<file path="config.mk">
export PLATFORM = sky130hd
export DESIGN_NAME = serial_replay_buffer
export DESIGN_NICKNAME = d
export VERILOG_FILES = /design/src/rtl/serial_replay_buffer.sv
export SDC_FILE = /design/constraint.sdc
export NUM_CORES = 1
export LEC_CHECK = 0
export CORE_ASPECT_RATIO = 2
export CORE_MARGIN = 3
export CORE_UTILIZATION = 62
export DETAILED_ROUTE_END_ITERATION = 12
export HOLD_SLACK_MARGIN = 0.15
export PLACE_DENSITY = 0.79
export SYNTH_ARGS = -nofsm -noshare
export SYNTH_HDL_FRONTEND = slang
export SYNTH_SLANG_ARGS = --single-unit
</file>
<file path="constraint.sdc">
create_clock -name sysclk -period 3.6 [get_ports sysclk]
set_input_delay 0.54 -clock sysclk [delete_from_list [all_inputs] [get_ports sysclk]]
set_output_delay 0.54 -clock sysclk [all_outputs]
set_load 0.01 [all_outputs]
</file>
<file path="src/rtl/serial_replay_buffer.sv">
// serial_replay_buffer: UART-style capture buffer with optional echo and whole-message replay
module serial_replay_buffer #(
   parameter int CLK_DIV = 10417,
   parameter int DATA_W  = 8,
   parameter int DEPTH   = 64,
   parameter int ADDR_W  = 6,
   parameter int ECHO    = 1
) (
   input  logic              sysclk,
   input  logic              reset,
   input  logic              rx,
   input  logic              play,
   input  logic              clear,
   output logic              tx,
   output logic              busy,
   output logic              replaying,
   output logic              rx_valid,
   output logic [DATA_W-1:0] rx_data,
   output logic [ADDR_W:0]   count,
   output logic              full,
   output logic              overflow,
   output logic              frame_err
);
   localparam int CW = $clog2(CLK_DIV);
   localparam int BW = $clog2(DATA_W + 1);
   localparam logic [CW-1:0]   BIT_END  = CW'(CLK_DIV - 1);
   localparam logic [CW-1:0]   HALF_END = CW'(CLK_DIV / 2 - 1);
   localparam logic [BW-1:0]   LAST_BIT = BW'(DATA_W - 1);
   localparam logic [ADDR_W:0] FULL_CNT = (ADDR_W + 1)'(DEPTH);

   typedef enum logic [1:0] {IDLE, START, DATA, STOP} state_e;

   state_e            rx_st_q, rx_st_d, tx_st_q, tx_st_d;
   logic [CW-1:0]     rx_cnt_q, rx_cnt_d, tx_cnt_q, tx_cnt_d;
   logic [BW-1:0]     rx_bit_q, rx_bit_d, tx_bit_q, tx_bit_d;
   logic [DATA_W-1:0] rx_sh_q, rx_sh_d, rx_data_q, rx_data_d, tx_sh_q, tx_sh_d;
   logic              rx_valid_q, rx_valid_d, rep_q, rep_d, ovf_q, ovf_d, ferr_q, ferr_d;
   logic              store, bad, store_ok;
   logic [ADDR_W-1:0] wr_q, wr_d;
   logic [ADDR_W:0]   count_q, count_d, rd_q, rd_d, end_q, end_d, rd_nxt;
   logic [DATA_W-1:0] mem_q [DEPTH];

   assign full     = count_q == FULL_CNT;
   assign store_ok = store && !full && !clear;
   assign rd_nxt   = rd_q + 1'b1;

   always_comb begin
      rx_st_d    = rx_st_q;
      rx_cnt_d   = rx_cnt_q + 1'b1;
      rx_bit_d   = rx_bit_q;
      rx_sh_d    = rx_sh_q;
      rx_data_d  = rx_data_q;
      rx_valid_d = 1'b0;
      store      = 1'b0;
      bad        = 1'b0;
      case (rx_st_q)
         IDLE: begin
            rx_cnt_d = '0;
            if (!rx) rx_st_d = START;
         end
         START: if (rx_cnt_q == HALF_END) begin
            rx_cnt_d = '0;
            rx_bit_d = '0;
            rx_st_d  = rx ? IDLE : DATA;
         end
         DATA: if (rx_cnt_q == BIT_END) begin
            rx_cnt_d = '0;
            rx_sh_d  = DATA_W'({rx, rx_sh_q} >> 1);
            rx_bit_d = rx_bit_q + 1'b1;
            if (rx_bit_q == LAST_BIT) rx_st_d = STOP;
         end
         STOP: if (rx_cnt_q == BIT_END) begin
            rx_st_d    = IDLE;
            rx_valid_d = rx;
            store      = rx;
            bad        = !rx;
            rx_data_d  = rx ? rx_sh_q : rx_data_q;
         end
      endcase
   end

   always_comb begin
      wr_d    = clear ? '0 : store_ok ? wr_q + 1'b1 : wr_q;
      count_d = clear ? '0 : store_ok ? count_q + 1'b1 : count_q;
      ovf_d   = !clear && (ovf_q || (store && full));
      ferr_d  = !clear && (ferr_q || bad);
   end

   // Memory is read combinationally so each replayed frame starts right after the previous stop bit
   always_comb begin
      tx_st_d  = tx_st_q;
      tx_cnt_d = tx_cnt_q + 1'b1;
      tx_bit_d = tx_bit_q;
      tx_sh_d  = tx_sh_q;
      rd_d     = rd_q;
      end_d    = end_q;
      rep_d    = rep_q;
      case (tx_st_q)
         IDLE: begin
            tx_cnt_d = '0;
            tx_bit_d = '0;
            if (play && count_q != '0) begin
               rep_d   = 1'b1;
               end_d   = count_q;
               rd_d    = '0;
               tx_sh_d = mem_q[ADDR_W'(0)];
               tx_st_d = START;
            end else if (ECHO != 0 && rx_valid_q) begin
               tx_sh_d = rx_data_q;
               tx_st_d = START;
            end
         end
         START: if (tx_cnt_q == BIT_END) begin
            tx_cnt_d = '0;
            tx_st_d  = DATA;
         end
         DATA: if (tx_cnt_q == BIT_END) begin
            tx_cnt_d = '0;
            tx_sh_d  = tx_sh_q >> 1;
            tx_bit_d = tx_bit_q + 1'b1;
            if (tx_bit_q == LAST_BIT) tx_st_d = STOP;
         end
         STOP: if (tx_cnt_q == BIT_END) begin
            tx_cnt_d = '0;
            tx_bit_d = '0;
            if (rep_q && rd_nxt < end_q) begin
               rd_d    = rd_nxt;
               tx_sh_d = mem_q[rd_nxt[ADDR_W-1:0]];
               tx_st_d = START;
            end else begin
               rep_d   = 1'b0;
               tx_st_d = IDLE;
            end
         end
      endcase
      if (clear) begin
         tx_st_d = IDLE;
         rep_d   = 1'b0;
      end
   end

   always_ff @(posedge sysclk) begin
      if (reset) begin
         rx_st_q    <= IDLE;
         tx_st_q    <= IDLE;
         rx_cnt_q   <= '0;
         tx_cnt_q   <= '0;
         rx_bit_q   <= '0;
         tx_bit_q   <= '0;
         rx_sh_q    <= '0;
         rx_data_q  <= '0;
         tx_sh_q    <= '0;
         rx_valid_q <= 1'b0;
         rep_q      <= 1'b0;
         ovf_q      <= 1'b0;
         ferr_q     <= 1'b0;
         wr_q       <= '0;
         count_q    <= '0;
         rd_q       <= '0;
         end_q      <= '0;
      end else begin
         rx_st_q    <= rx_st_d;
         tx_st_q    <= tx_st_d;
         rx_cnt_q   <= rx_cnt_d;
         tx_cnt_q   <= tx_cnt_d;
         rx_bit_q   <= rx_bit_d;
         tx_bit_q   <= tx_bit_d;
         rx_sh_q    <= rx_sh_d;
         rx_data_q  <= rx_data_d;
         tx_sh_q    <= tx_sh_d;
         rx_valid_q <= rx_valid_d;
         rep_q      <= rep_d;
         ovf_q      <= ovf_d;
         ferr_q     <= ferr_d;
         wr_q       <= wr_d;
         count_q    <= count_d;
         rd_q       <= rd_d;
         end_q      <= end_d;
      end
   end

   always_ff @(posedge sysclk) begin
      if (!reset && store_ok) mem_q[wr_q] <= rx_sh_q;
   end

   assign tx        = (tx_st_q == START) ? 1'b0 : (tx_st_q == DATA) ? tx_sh_q[0] : 1'b1;
   assign busy      = tx_st_q != IDLE;
   assign replaying = rep_q;
   assign rx_valid  = rx_valid_q;
   assign rx_data   = rx_data_q;
   assign count     = count_q;
   assign overflow  = ovf_q;
   assign frame_err = ferr_q;
endmodule
</file>
# [Word-level counts from Yosys, hierarchy flattened]
# Memories as Yosys holds them, arrays and structs flattened.
# Index checks and enable logic that the tools add are counted.
[classes] magnitude_cmp=1 reduce_logical=33 n_mux=48 add_sub_neg=7 n_eq_ne=25
[op_table] op="$mux W14" count=3
[op_table] op="$pmux W14 S3" count=1
[op_table] op="$mux W8" count=5
[op_table] op="$add A14 B1 Y14 const B" count=2
[op_table] op="$eq A14 B14 Y1 const B" count=2
[op_table] op="$pmux W14 S2" count=1
[op_table] op="$mux W2" count=12
[op_table] op="$ne A2 B2 Y1 const B" count=12
[op_table] op="$pmux W8 S3" count=1
[op_table] op="$mux W7" count=3
[op_table] op="$mux W4" count=4
[op_table] op="$pmux W2 S4" count=2
[op_table] op="$reduce_and A5 Y1" count=3
[op_table] op="$add A7 B1 Y7 const B" count=2
[op_table] op="$eq A14 B13 Y1 const B" count=1
[op_table] op="$pmux W7 S2" count=1
[op_table] op="$mux W1" count=12
[op_table] op="$pmux W4 S3" count=1
[op_table] op="$reduce_and A3 Y1" count=3
[op_table] op="$add A4 B1 Y4 const B" count=2
[op_table] op="$eq A2 B2 Y1 const B" count=4
[op_table] op="$eq A4 B3 Y1 const B" count=2
[op_table] op="$logic_and A1 B1 Y1" count=8
[op_table] op="$pmux W4 S2" count=1
[op_table] op="16 further kinds" count=26
[totals] out_inout_bits=22 reg_bits=95 in_bits=5 mem_bits_rw=512 memories=1 elab_cells=132
[memory_table] name="mem_q" words=64 word_bits=8 rd=2 rd_ports_with_merged_regs=0 write_ports=1 line_no="41" text="logic [DATA_W-1:0] mem_q [DEPTH];"

# [Depth between registers and ports, before layout]
[logic_depth] word_depth=8 depth_mapped=14 ltp_nobuf=13

# [Worst setup path before layout]
# No wires, ideal clock.
[synth_path] path_kind="input port to flip-flop" start="input reset" end="memory mem_q[40][0], enable pin" path_stages=6 setup_slack_ns=0.297 arrival_time_ns=2.908 n_path_buf=2 required_time_ns=3.205 setup_ns=0.395 path_cell_list="clkbuf_1 -> or2_2 -> clkbuf_1 -> nor4_2 -> nand4b_2 -> nor4_1"
[synth_via] elab_chain_len=4
[synth_lines] element="start, declared" line_no="10" text="input logic reset,"
[synth_lines] element="$logic_not A1 Y1" line_no="183" text="if (!reset && store_ok) mem_q[wr_q] <= rx_sh_q;"
[synth_lines] element="$logic_and A1 B1 Y1" line_no="183"
[synth_lines] element="$mux W1" line_no="183"
[synth_lines] element="$mux W1 (not written as such)" line_no="183"
[synth_lines] element="end, declared" line_no="41"
# No other way between the ends.

# [Worst setup path in the final report]
[layout_path] start="register rd_q[2]" end="register tx_sh_q[2]"
[layout_via] elab_chain_len=5 elab_cells_between_ends=9 classes_between="add/sub (1); order compare (1); eq/ne (1); mux (3); reduce/logical (2); memory (1)"
[layout_lines] element="start, declared" line_no="40" text="logic [ADDR_W:0] count_q, count_d, rd_q, rd_d, end_q, end_d, rd_nxt;"
[layout_lines] element="start signal, assigned" line_no="177" text="rd_q <= rd_d;"
[layout_lines] element="$add A7 B1 Y7 (*)" line_no="45" text="assign rd_nxt = rd_q + 1'b1;"
[layout_lines] element="$mem_v2 Z64 W8 / $lt A7 B7 Y1 (equally long branches)"
[layout_lines] element="$mux W8 / $logic_and A1 B1 Y1 (equally long branches)" line_no="126" text="if (rep_q && rd_nxt < end_q) begin"
[layout_lines] element="$mux W8 / $ne A2 B2 Y1 (equally long branches)"
[layout_lines] element="$pmux W8 S3 / $reduce_and A5 Y1 (equally long branches)"
[layout_lines] element="end signal, assigned" line_no="170" text="tx_sh_q <= tx_sh_d;"
[layout_lines] element="end, declared" line_no="36" text="logic [DATA_W-1:0] rx_sh_q, rx_sh_d, rx_data_q, rx_data_d, tx_sh_q, tx_sh_d;"
# Every way passes the cells marked *; elsewhere a longest branch is shown, timed or not. The select of a mux whose other input is x is not followed.
# A chain may end at the register's enable or synchronous reset.

==> report_table.html <==
<table>
<tr><th>Metric</th><th>Value</th></tr>
<tr><th colspan="2">Power and ir drop</th></tr>
<tr><td>Worst IR drop on VDD</td><td>roughly 0.00034 V</td></tr>
<tr><td>Net switching component of the power</td><td>0.002445 W</td></tr>
<tr><td>Fraction of power consumed by sequential logic</td><td>0.574</td></tr>
<tr><td>Internal power summed over all cells</td><td>0.01063 W</td></tr>
<tr><td>Switching share of power</td><td>0.1869</td></tr>
<tr><td>Gate power share</td><td>0.002</td></tr>
<tr><td>Total chip power</td><td>around 0.013 W</td></tr>
<tr><td>Static Leak</td><td>8.789 nW</td></tr>
<tr><td>Total power divided by cell area</td><td>472.2 nW/um^2</td></tr>
<tr><td>Share of total power in the clock network</td><td>0.424</td></tr>
<tr><th colspan="2">Synthesis</th></tr>
<tr><td>Commonest register cell after synthesis</td><td>sky130_fd_sc_hd__edfxtp_1</td></tr>
<tr><td>Total of flip-flops plus latches after synthesis</td><td>607</td></tr>
<tr><td>Count of flip-flops with a built-in enable after synthesis</td><td>512</td></tr>
<tr><td>Post-Syn Area per Cell</td><td>16.27 um^2</td></tr>
<tr><td>Syn nets</td><td>1539</td></tr>
<tr><td>Cells after Synth</td><td>1514</td></tr>
<tr><td>Syn Std Cell Area</td><td>24630 um^2</td></tr>
<tr><td>Number of synthesis warnings</td><td>0</td></tr>
<tr><td>Post-synthesis sequential area ratio</td><td>0.7013</td></tr>
<tr><td>Number of distinct library cells after synthesis</td><td>69</td></tr>
<tr><td>Share of synthesized registers carrying an async set or reset</td><td>0</td></tr>
<tr><th colspan="2">Timing</th></tr>
<tr><td>Share of the cycle needed by the critical path after routing</td><td>0.9034</td></tr>
<tr><td>Clock skew after layout</td><td>0.01184 ns</td></tr>
<tr><td>Clock period minus worst slack</td><td>3.252 ns</td></tr>
<tr><td>Setup violators final</td><td>0</td></tr>
<tr><td>Number of hold violations in the final report</td><td>0</td></tr>
<tr><td>Achievable frequency</td><td>around 310 MHz</td></tr>
<tr><td>Worst-case headroom to the max-slew limit</td><td>0.1962</td></tr>
<tr><td>Actual transition at the worst max-transition pin</td><td>~1.2 ns</td></tr>
<tr><td>Setup repair after global routing missed its margin</td><td>false</td></tr>
<tr><td>Max-slew violations</td><td>0</td></tr>
<tr><td>TNS Setup</td><td>0 ns</td></tr>
<tr><th colspan="2">Cells and area</th></tr>
<tr><td>Antenna cells</td><td>0</td></tr>
<tr><td>Most frequent cells in the layout</td><td>sky130_fd_sc_hd__edfxtp_1 (512), sky130_fd_sc_hd__nor2_1 (148), sky130_fd_sc_hd__nand2_1 (139), sky130_fd_sc_hd__mux4_2 (129), sky130_fd_sc_hd__buf_4 (101)</td></tr>
<tr><td>Net count, final</td><td>~1600</td></tr>
<tr><td>Growth of design area from synthesis to finish</td><td>12.44%</td></tr>
<tr><td>Layout Cell Area excl Fill</td><td>27700 um^2</td></tr>
<tr><td>Share of cells above drive strength 1</td><td>0.2092</td></tr>
<tr><td>Area of the multi-input gates</td><td>between 6000 and 7000 um^2</td></tr>
<tr><td>Sequential cell area</td><td>17290 um^2</td></tr>
<tr><td>Most common cell after layout, fill and taps aside</td><td>sky130_fd_sc_hd__edfxtp_1</td></tr>
<tr><td>Fill cell total of the finished layout</td><td>between 2000 and 2500</td></tr>
<tr><th colspan="2">Status</th></tr>
<tr><td>Outcome</td><td>completed</td></tr>
<tr><th colspan="2">Global routing</th></tr>
<tr><td>GRT busiest layer</td><td>met2</td></tr>
<tr><td>Maximum number of pins on one net before global-route repair</td><td>61</td></tr>
<tr><td>Met2 Use GR</td><td>0.5098</td></tr>
<tr><td>GRT met1 Usage</td><td>0.3329</td></tr>
<tr><td>Met3 track utilization from global routing</td><td>0.02914</td></tr>
<tr><td>Global-route wire length before repair</td><td>90090 um</td></tr>
<tr><td>Number of global-route vias before repair</td><td>between 10000 and 15000</td></tr>
<tr><td>Initial antenna violation count</td><td>0</td></tr>
<tr><td>All-layer global routing usage</td><td>0.2879</td></tr>
<tr><td>Overflow after GRT</td><td>0</td></tr>
<tr><th colspan="2">Critical path</th></tr>
<tr><td>Required time of the critical path</td><td>4.07 ns</td></tr>
<tr><td>CP arrival</td><td>3.72 ns</td></tr>
<tr><td>Critical register-to-register path endpoint</td><td>tx_sh_q[2]$_SDFFE_PP0P_</td></tr>
<tr><td>Maximum fanout along the worst path</td><td>12</td></tr>
<tr><td>Launching point of the worst reg2reg path</td><td>rd_q[2]$_SDFFE_PP0P_</td></tr>
<tr><td>Type of the worst setup path</td><td>reg -&gt; reg</td></tr>
<tr><td>Worst R2R Path Depth</td><td>12</td></tr>
<tr><td>CP startpoint kind</td><td>flip-flop</td></tr>
<tr><td>Sort of element at the end of the critical path</td><td>flip-flop</td></tr>
<tr><td>Reg2Reg Setup Slack</td><td>0.35 ns</td></tr>
<tr><th colspan="2">Floorplan</th></tr>
<tr><td>Vertical die dimension</td><td>287.9 um</td></tr>
<tr><td>Floorplan core area</td><td>~39000 um^2</td></tr>
<tr><td>Number of placement rows</td><td>102</td></tr>
<tr><td>Horiz. Die Dim</td><td>146.9 um</td></tr>
<tr><td>IO Count</td><td>27</td></tr>
<tr><td>Effective utilization at floorplan</td><td>0.6329</td></tr>
<tr><td>DIE AREA</td><td>42300 um^2</td></tr>
<tr><th colspan="2">Clock network</th></tr>
<tr><td>Max H-tree Level</td><td>2</td></tr>
<tr><td>Post CTS Setup Buffer Count</td><td>0</td></tr>
<tr><td>Hold-fix buffer count after cts</td><td>0</td></tr>
<tr><td>CTS tree</td><td>yes</td></tr>
<tr><td>Root Buffer Master</td><td>sky130_fd_sc_hd__clkbuf_16</td></tr>
<tr><td>Maximum number of buffers from clock root to sink</td><td>3</td></tr>
<tr><td>Clock sinks</td><td>607</td></tr>
<tr><td>Post-CTS clock slew at the launch and capture registers of the worst setup and hold paths</td><td>0.07 ns</td></tr>
<tr><td>Post-cts gate resize count</td><td>0</td></tr>
<tr><td>Number of buffers created by CTS</td><td>49</td></tr>
<tr><td>Clk Latency, worst-skew pair</td><td>approximately 0.57 ns</td></tr>
<tr><th colspan="2">Drt</th></tr>
<tr><td>Count of TritonRoute iterations in the first routing pass</td><td>5</td></tr>
<tr><td>Drt total wl</td><td>between 50000 and 60000 um</td></tr>
<tr><td>Number of routed nets with antenna violations</td><td>0</td></tr>
<tr><td>Wire per inst</td><td>between 20 and 30 um</td></tr>
<tr><td>Vias per Instance</td><td>around 6.5</td></tr>
<tr><td>Via count</td><td>14180</td></tr>
<tr><td>Starting DRC count in detailed routing</td><td>1547</td></tr>
<tr><td>Remaining design rule violation count</td><td>0</td></tr>
<tr><th colspan="2">Hold path</th></tr>
<tr><td>Number of cells on the worst hold path</td><td>2</td></tr>
<tr><td>Hold WC Path Type</td><td>reg -&gt; reg</td></tr>
<tr><td>Hold endpoint</td><td>end_q[5]$_SDFFE_PP0P_</td></tr>
<tr><td>Hold wc startpoint</td><td>end_q[5]$_SDFFE_PP0P_</td></tr>
<tr><th colspan="2">Placement</th></tr>
<tr><td>Placement-stage cell area</td><td>26030 um^2</td></tr>
<tr><td>Half-perimeter wire length after detailed placement</td><td>39040 um</td></tr>
<tr><td>IO Port Bufs</td><td>26</td></tr>
<tr><td>GPL Wtd Cong</td><td>0.9804</td></tr>
<tr><th colspan="2">Job</th></tr>
<tr><td>MaxCap Viol Count</td><td>0</td></tr>
</table>
-- metrics by stage --
step                setup WS [ns]  hold slack (ns)  instances    util
floorplan                  0.2973           0.4297       1514       -
CTS                        0.3543           0.4645       2174  0.7116
finish                     0.3479           0.4639       2174  0.7116
detailed placement         0.3557           0.4543       2083  0.6688
global placement           0.3866           0.4444       2083  0.6688
global route               0.1476           0.4835       2174  0.7116
-- final cells by class --
cell class	instances	share of cell area
Sequential cell	607	0.6242
Multi-Input combinational cell	798	0.2501
Clock buffer	65	0.04942
Timing Repair Buffer	129	0.03803
Tap cell	520	0.02349
Clock inverter	26	0.01080
Inverter	29	0.003930
-- cell usage after synthesis, drive strengths merged (8+ instances only) --
cell	instances	share of area
edfxtp	512	0.62
nor2	148	0.023
nand3	49	0.010
a21oi	38	0.0077
ha	20	0.010
buf	35	0.0070
nand4b	8	0.0034
a22oi	8	0.0024
nor3	12	0.0029
mux2i	45	0.018
xor2	26	0.0092
clkbuf	45	0.0069
a32oi	18	0.0064
xnor2	13	0.0046
dfxtp	95	0.077
inv	28	0.0043
nand2	139	0.021
nand2b	8	0.0020
nand4	15	0.0038
or3	9	0.0023
mux4	129	0.12
o21ai	23	0.0047
-- sequential cells by signal, indices dropped and copies added, names as in the netlist, 4 cells and up, named ones only --
| name | count |
|---|---|
| rx_cnt_q | 14 |
| count | 7 |
| mem_q | 512 |
| tx_bit_q | 4 |
| rx_sh_q | 8 |
| tx_sh_q | 8 |
| rx_data | 8 |
| tx_cnt_q | 14 |
| end_q | 7 |
| rd_q | 7 |
| rx_bit_q | 4 |
| wr_q | 6 |
-- critical path, stage by stage (launching register included) --
cell and delay (ns):
sky130_fd_sc_hd__dfxtp_1 0.59, sky130_fd_sc_hd__nand3_1 0.25, sky130_fd_sc_hd__o21a_1 0.23, sky130_fd_sc_hd__nor2_1 0.19, sky130_fd_sc_hd__inv_2 0.06, sky130_fd_sc_hd__ha_1 0.29
sky130_fd_sc_hd__and4_1 0.19, sky130_fd_sc_hd__o221ai_1 0.08, sky130_fd_sc_hd__o211ai_1 0.20, sky130_fd_sc_hd__a211oi_4 0.48, sky130_fd_sc_hd__buf_4 0.25, sky130_fd_sc_hd__nor2_1 0.06
sky130_fd_sc_hd__a311oi_1 0.28
-- power groups by stage --
| stage | logic (W) | registers, W | clock network (W) |
|---|---|---|---|
| finish | 0.0000326 | 0.00750 | 0.00554 |
| global route | 0.0000348 | 0.00750 | 0.00582 |
| CTS | 0.0000319 | 0.00750 | 0.00560 |
| detailed placement | 0.0000325 | 0.00766 | 0 |
| global placement | 0.0000305 | 0.00766 | 0 |
| floorplan | 0.0000185 | 0.00766 | 0 |
-- worst max-delay path by stage --
stage          slack [ns]                  from  depth (start not counted)                       to
2_1_floorplan        0.30                 reset                          6   mem_q[40][0]$_DFFE_PP_
3_3_place_gp         0.39  rd_q[0]$_SDFFE_PP0P_                          7  tx_sh_q[6]$_SDFFE_PP0P_
3_5_place_dp         0.36  rd_q[0]$_SDFFE_PP0P_                          7  tx_sh_q[2]$_SDFFE_PP0P_
4_1_cts              0.35  rd_q[0]$_SDFFE_PP0P_                          7  tx_sh_q[2]$_SDFFE_PP0P_
5_1_grt              0.15  rd_q[2]$_SDFFE_PP0P_                         12  tx_sh_q[2]$_SDFFE_PP0P_
6_report             0.35  rd_q[2]$_SDFFE_PP0P_                         12  tx_sh_q[2]$_SDFFE_PP0P_
-- cells by family (layout without fill, tap and decap cells) --
logic type / Yosys count / after routing / synth area share
AOI/OAI and AO/OA: 129 / 129 / 0.03591
xor gates and xnor gates: 39 / 39 / 0.01387
adders and majority gates: 20 / 20 / 0.01016
buffers and inverters: 109 / 249 / 0.01823
DFF: 607 / 607 / 0.7013
muxes: 176 / 176 / 0.1371
and+or+nand+nor: 434 / 434 / 0.08335
-- layer usage --
metal	vias to the layer above	wire (um)
met4	0	4796
met3	235	3908
met5	-	0
met2	788	31830
met1	7109	19450
li1	6047	-
(Power assumes the default switching activity.)
